**src/rtl/calc_pkg.sv**
```systemverilog
// Types and width helpers used by the calculator operation units.
package calc_pkg;

  typedef enum logic [2:0] {
    IDLE  = 3'd0,
    SETUP = 3'd1,
    MUL   = 3'd2,
    DIV   = 3'd3,
    DONE  = 3'd4
  } ncr_state_e;

  typedef struct packed {
    logic err;
    logic ovf;
  } calc_status_t;

  localparam int N_W_DEF   = 8;
  localparam int RES_W_DEF = 32;

  // Room for a full result times the largest operand, so products never truncate.
  function automatic int acc_width(input int res_w, input int n_w);
    return res_w + n_w;
  endfunction

  localparam int ACC_W = acc_width(RES_W_DEF, N_W_DEF);

endpackage

```
**src/rtl/seq_divider.sv**
```systemverilog
// Restoring divider, one quotient bit per cycle: load -> W cycles -> done.
module seq_divider #(
  parameter int W   = 40,
  parameter int N_W = 8
) (
  input  logic           clk,
  input  logic           rst,
  input  logic           load,
  input  logic [W-1:0]   dividend,
  input  logic [N_W-1:0] divisor,
  output logic [W-1:0]   quotient,
  output logic           done
);

  localparam int CW = $clog2(W);
  localparam logic [CW-1:0] CNT_INIT = CW'(W - 1);
  localparam logic [CW-1:0] CNT_ONE  = CW'(1);

  logic [N_W-1:0] rem;
  logic [W-1:0]   quo;
  logic [N_W-1:0] dvs;
  logic [CW-1:0]  cnt;

  // The remainder stays below the divisor, so the difference fits in N_W bits.
  function automatic logic [N_W+W-1:0] div_step(input logic [N_W-1:0] rem_in,
                                                 input logic [W-1:0]   quo_in,
                                                 input logic [N_W-1:0] d);
    logic [N_W:0]   trial;
    logic [N_W-1:0] diff;
    trial = {rem_in, quo_in[W-1]};
    diff  = trial[N_W-1:0] - d;
    if (trial >= {1'b0, d}) begin
      div_step = {diff, quo_in[W-2:0], 1'b1};
    end else begin
      div_step = {trial[N_W-1:0], quo_in[W-2:0], 1'b0};
    end
  endfunction

  assign quotient = quo;

  // The load cycle already performs the first step, so W-1 steps remain.
  always_ff @(posedge clk) begin
    if (rst) begin
      rem  <= {N_W{1'b0}};
      quo  <= {W{1'b0}};
      dvs  <= {N_W{1'b0}};
      cnt  <= {CW{1'b0}};
      done <= 1'b0;
    end else if (load) begin
      {rem, quo} <= div_step({N_W{1'b0}}, dividend, divisor);
      dvs        <= divisor;
      cnt        <= CNT_INIT;
      done       <= 1'b0;
    end else if (cnt != {CW{1'b0}}) begin
      {rem, quo} <= div_step(rem, quo, dvs);
      cnt        <= cnt - CNT_ONE;
      done       <= (cnt == CNT_ONE);
    end
  end

endmodule

```
**src/rtl/ncr_seq_engine.sv**
```systemverilog
// Iterative nCr engine (nPr as well when NPR_MODE_EN is defined); every partial product is exact.
module ncr_seq_engine
  import calc_pkg::*;
#(
  parameter int N_W   = 8,
  parameter int RES_W = 32
) (
  input  logic             clk,
  input  logic             rst,
  input  logic             start,
  input  logic [N_W-1:0]   n,
  input  logic [N_W-1:0]   r,
`ifdef NPR_MODE_EN
  input  logic             mode,
`endif
  output logic             busy,
  output logic             valid,
  output logic [RES_W-1:0] result,
  output logic             err,
  output logic             ovf
);

  localparam int AW = acc_width(RES_W, N_W);
  localparam logic [N_W-1:0] ONE_N = {{(N_W-1){1'b0}}, 1'b1};

  ncr_state_e     state;
  calc_status_t   status;
  logic [N_W-1:0] n_q, r_q, k_q, base_q, i_q;
  logic [N_W-1:0] n_minus_r, k_calc, factor;
  logic [AW-1:0]  acc, product, quo;
  logic           npr, div_load, div_done;

`ifdef NPR_MODE_EN
  logic mode_q;
  assign npr = mode_q;
`else
  assign npr = 1'b0;
`endif

  assign err = status.err;
  assign ovf = status.ovf;

  // Iteration count and the next multiplier (n-k+i) for the running product.
  always_comb begin
    n_minus_r = n_q - r_q;
    k_calc    = r_q;
    if (!npr && (n_minus_r < r_q)) begin
      k_calc = n_minus_r;
    end else begin
      k_calc = r_q;
    end
    factor   = base_q + i_q;
    product  = acc * {{(AW-N_W){1'b0}}, factor};
    div_load = (state == MUL) && !npr;
  end

  seq_divider #(.W(AW), .N_W(N_W)) u_div (
    .clk      (clk),
    .rst      (rst),
    .load     (div_load),
    .dividend (product),
    .divisor  (i_q),
    .quotient (quo),
    .done     (div_done)
  );

  // Sequencer; busy drops in the IDLE cycle that carries the valid pulse.
  always_ff @(posedge clk) begin
    if (rst) begin
      state  <= IDLE;
      status <= '0;
      busy   <= 1'b0;
      valid  <= 1'b0;
      result <= {RES_W{1'b0}};
      n_q    <= {N_W{1'b0}};
      r_q    <= {N_W{1'b0}};
      k_q    <= {N_W{1'b0}};
      base_q <= {N_W{1'b0}};
      i_q    <= {N_W{1'b0}};
      acc    <= {AW{1'b0}};
`ifdef NPR_MODE_EN
      mode_q <= 1'b0;
`endif
    end else begin
      case (state)
        IDLE: begin
          valid <= 1'b0;
          busy  <= 1'b0;
          if (start && !busy) begin
            n_q    <= n;
            r_q    <= r;
`ifdef NPR_MODE_EN
            mode_q <= mode;
`endif
            status <= '0;
            busy   <= 1'b1;
            state  <= SETUP;
          end
        end
        SETUP: begin
          acc <= {{(AW-1){1'b0}}, 1'b1};
          i_q <= ONE_N;
          if (r_q > n_q) begin
            status.err <= 1'b1;
            state      <= DONE;
          end else begin
            k_q    <= k_calc;
            base_q <= n_q - k_calc;
            state  <= (k_calc == {N_W{1'b0}}) ? DONE : MUL;
          end
        end
        MUL: begin
          acc <= product;
          if (!npr) begin
            state <= DIV;
          end else if (|product[AW-1:RES_W]) begin
            status.ovf <= 1'b1;
            state      <= DONE;
          end else if (i_q == k_q) begin
            state <= DONE;
          end else begin
            i_q <= i_q + ONE_N;
          end
        end
        DIV: begin
          // Partial binomials only grow, so the first oversize quotient settles the overflow.
          if (div_done) begin
            if (|quo[AW-1:RES_W]) begin
              status.ovf <= 1'b1;
              state      <= DONE;
            end else begin
              acc <= quo;
              if (i_q == k_q) begin
                state <= DONE;
              end else begin
                i_q   <= i_q + ONE_N;
                state <= MUL;
              end
            end
          end
        end
        DONE: begin
          valid <= 1'b1;
          if (status.err) begin
            result <= {RES_W{1'b0}};
          end else if (status.ovf) begin
            result <= {RES_W{1'b1}};
          end else begin
            result <= acc[RES_W-1:0];
          end
          state <= IDLE;
        end
        default: state <= IDLE;
      endcase
    end
  end

endmodule

```
**config.mk**
```make
export PLATFORM = sky130hd
export DESIGN_NAME = ncr_seq_engine
export DESIGN_NICKNAME = d
export VERILOG_FILES = /design/src/rtl/calc_pkg.sv /design/src/rtl/seq_divider.sv /design/src/rtl/ncr_seq_engine.sv
export SDC_FILE = /design/constraint.sdc
export NUM_CORES = 1
export LEC_CHECK = 0
export ABC_AREA = 1
export BUFFER_PORTS_ARGS = -buffer_cell sky130_fd_sc_hd__buf_2
export CORE_AREA = 5 5 193 195
export DETAILED_ROUTE_END_ITERATION = 10
export DIE_AREA = 0 0 198 200
export PLACE_DENSITY_LB_ADDON = 0.25
export SYNTH_ARGS = -nofsm -noshare
export SYNTH_HDL_FRONTEND = slang
export SYNTH_SLANG_ARGS = --single-unit
```
**constraint.sdc**
```tcl
create_clock -name clk -period 7.8 [get_ports clk]
set_input_delay 0 -clock clk [delete_from_list [all_inputs] [get_ports clk]]
set_output_delay 0 -clock clk [all_outputs]
set_load 0.01 [all_outputs]
```
==> impl_metrics.yaml <==
outcome:
  status: "completed"
synth:
  synth_top_family_by_area: "adder cells"
  synth-seq-area-share: 0.209
  yosys_warnings: 0
  syn_area_um2: 17400
  synth_flop_cell: "dfxtp_1"
  synthAdderAreaFrac: 0.304
  synth_xor_area_frac: 0.0146
  yosys.area_share.simple: 0.198
  ys_ff_latch: 182
  synth_edf_count: 0
  synthMuxAreaShare: 0
  ys_async_sr_fraction: 0
  synth.net_count: 2675
  ys_types: 45
  synth-compound-area-share: 0.171
  netlist_instances: 2357
  syn_avg_cell_area_um2: 7.40
routing:
  dr.first_iter.drc_count: 1324
  dr.pass1.iters: 6
  vias: 15700
  via_per_inst: 5.52
  routed_wl_mm: 47.7
  routedWlPerCell_um: 16.8
  ant_nets: 0
  drc_errors: 0
timing:
  setup_tns_ns: 0
  rsz0062_at_grt: "false"
  hold_ws_ns: 0.0680
  max_freq_mhz: 139
  report.final.slew_viol_count: 0
  post-route-period-util: 0.922
  skew_ns: 0.0154
  hold_violations: 0
  worst_pin_slew_ns: 1.19
  relSlewSlack: 0.204
  min_period_ns: 7.19
  setup_viol: 0
floorplanning:
  initial_utilization: 0.495
  die_area_um2: 39600
  die_h_um: 200
  io_pins: 55
  die_x_um: 198
  coreArea_um2: 35200
  num_rows: 69
power:
  power_uw: 5890
  ir_worst_vdd_mv: 0.422
  p_leak_uw: 0.00866
  p_per_area_nw_per_um2: 311
global_routing:
  grt_pass1_wl_mm: 79.0
  grt_util_all_layers: 0.247
  grt_max_degree: 99
  antenna_found_initial: 0
  gr-total-overflow: 0
  grt_pass1_vias: 15900
place:
  dpl.hpwl_mm: 36.0
  dp.cells: 2798
  place_congestion: 0.950
  numPortBuffers: 54
hold_path:
  holdPathEnd: "busy"
  hp-start: "start"
  hold_depth: 5
  min_path_type: "in2reg"
cts:
  h-tree-depth: 4
  clockRootBuffer: "clkbuf_16"
  clk_pin_slew_ns: 0.08
  cts_buffers: 17
  tritoncts: "done"
  post-cts-setup-buffers: 0
  clock-sinks: 182
  clock_latency_ns: 0.47
  cts_buffer_depth: 2
setup_path:
  arrival_ns: 7.49
  worst_r2r_path_depth: 26
  endpoint_kind: "register"
  cp-start-kind: "register"
  cp_slowest_cell: "nand2_1"
  max_stage_delay_ns: 0.57
  rr_startpoint: "i_q[2]"
  crit_top_cell: "nand2_1"
  r2r_end: "acc[31]"
  required_ns: 8.10
  cp_max_fo: 19
  reg2reg_slack_ns: 0.61
  critPathKind: "reg2reg"
cells_and_area:
  antenna_cells: 0
  postLayoutCoreUtil: 0.537
  drive_gt1_frac: 0.0645
  fin_cells: 2847
  nets: 2691
  area_growth_pct: 8.42
run:
  maxCapViolations: 0
==> per-layer routing <==
metal,up-vias,wire [um],track usage
met5,-,0,0
met4,0,1600,0.0921
met3,107,2800,0.0420
met2,523,23200,0.424
met1,7529,20100,0.315
li1,7549,-,-
==> cells by family after synthesis <==
| family | after synthesis |
|---|---|
| simple gates | 830 |
| compound gates | 536 |
| buf+inv | 481 |
| fa+ha+maj | 299 |
| flops | 182 |
| xor+xnor | 29 |
==> Yosys cell counts, types with 9 or more instances <==
cell type  count  area (um^2)
inv_1        379         1420
nand2_1      362         1360
nor2_1       337         1260
o21ai_0      230         1150
fa_1         208         4160
a21oi_1      187          936
dfxtp_1      182         3640
ha_1          91         1140
clkbuf_1      84          315
nand3_1       50          250
a211oi_1      38          285
a31oi_1       23          144
a221oi_1      19          166
xor2_1        19          166
nor3_1        16         80.1
nand2_2       15         93.8
nand4_1       10         62.6
xnor2_1       10         87.6
o211ai_1       9         67.6
o21a_1         9         67.6
==> timing repair <==
action / CTS / global route
hold endpoints to repair: 22 / 0
hold buffers: 17 / 0
gates resized for setup: 0 / 1
endpoints found under the setup margin: 0 / 3
==> placed cells by master, fill, tap and decap left out, types with 4 or more instances in the layout <==
cell           instances
inv_2                  4
nor2_1               336
nand4_1               10
nor4_1                 4
a221oi_1              19
nand2_2               16
buf_4                 19
nand3_2                8
nand2_1              361
clkinv_1               6
o21bai_1               6
dlygate4sd3_1         17
o21a_1                 9
a21oi_1              187
dfxtp_1              182
fa_1                 208
a21o_1                 6
a31oi_1               23
clkbuf_16             17
inv_1                377
xor2_1                19
o21ai_0              230
xnor2_1               10
nor3_1                15
or2_2                  6
buf_2                 53
o211ai_1               9
nand3_1               50
o221ai_1               4
ha_1                  91
nor2_2                 4
a211oi_1              38
nor3b_1                5
==> how the worst max path moves through the flow <==
stage	from	to	slack (ns)	cells past startpoint
after global placement	i_q[2]	acc[31]	0.71	26
after detailed placement	i_q[2]	u_div.quotient[0]	0.55	32
final	i_q[2]	acc[31]	0.61	26
after floorplan	i_q[0]	acc[31]	1.87	30
after global routing	i_q[5]	acc[31]	0.1	26
after CTS	i_q[2]	u_div.quotient[0]	0.51	32
==> critical path, delay by kind of cell (launching register included) <==
kind	cells	cell delay, ns
buf+inv	1	0.43
fa+ha+maj	6	2.54
compound gates	10	2.13
flops	1	0.55
simple gates	9	1.38
==> where the power goes <==
part           internal [uW]  leakage [uW]  switching (uW)
sequential              1170       0.00149             182
clock                    528      0.000307             427
combinational           1170       0.00687            2400
==> registers in the layout, indices dropped and copies added (netlist names) <==
name / cells
u_div.cnt: 6
k_q: 8
i_q: 8
r_q: 8
busy: 1
u_div.dvs: 8
base_q: 8
result: 32
state: 3
ovf: 1
err: 1
valid: 1
u_div.quotient: 40
acc: 40
u_div.rem: 8
u_div.done: 1
n_q: 8
==> area by class of cell <==
cell class	instances	area [um^2]
clock buffers	20	457
clock inverters	12	164
fillers	3400	16300
inverters	388	1460
multi-input cells	1694	12000
flip-flops and latches	182	3640
well taps	461	577
repair buffers	90	598
==> per-stage QoR <==
step                      setup slack (ns)  cell area [um^2]
after global placement               0.705             18100
after global routing                0.0967             18900
after floorplan                       1.87             17400
after CTS                            0.514             18900
after detailed placement             0.550             18100
final                                0.607             18900
Note: power is estimated with default switching activity, not from simulation.
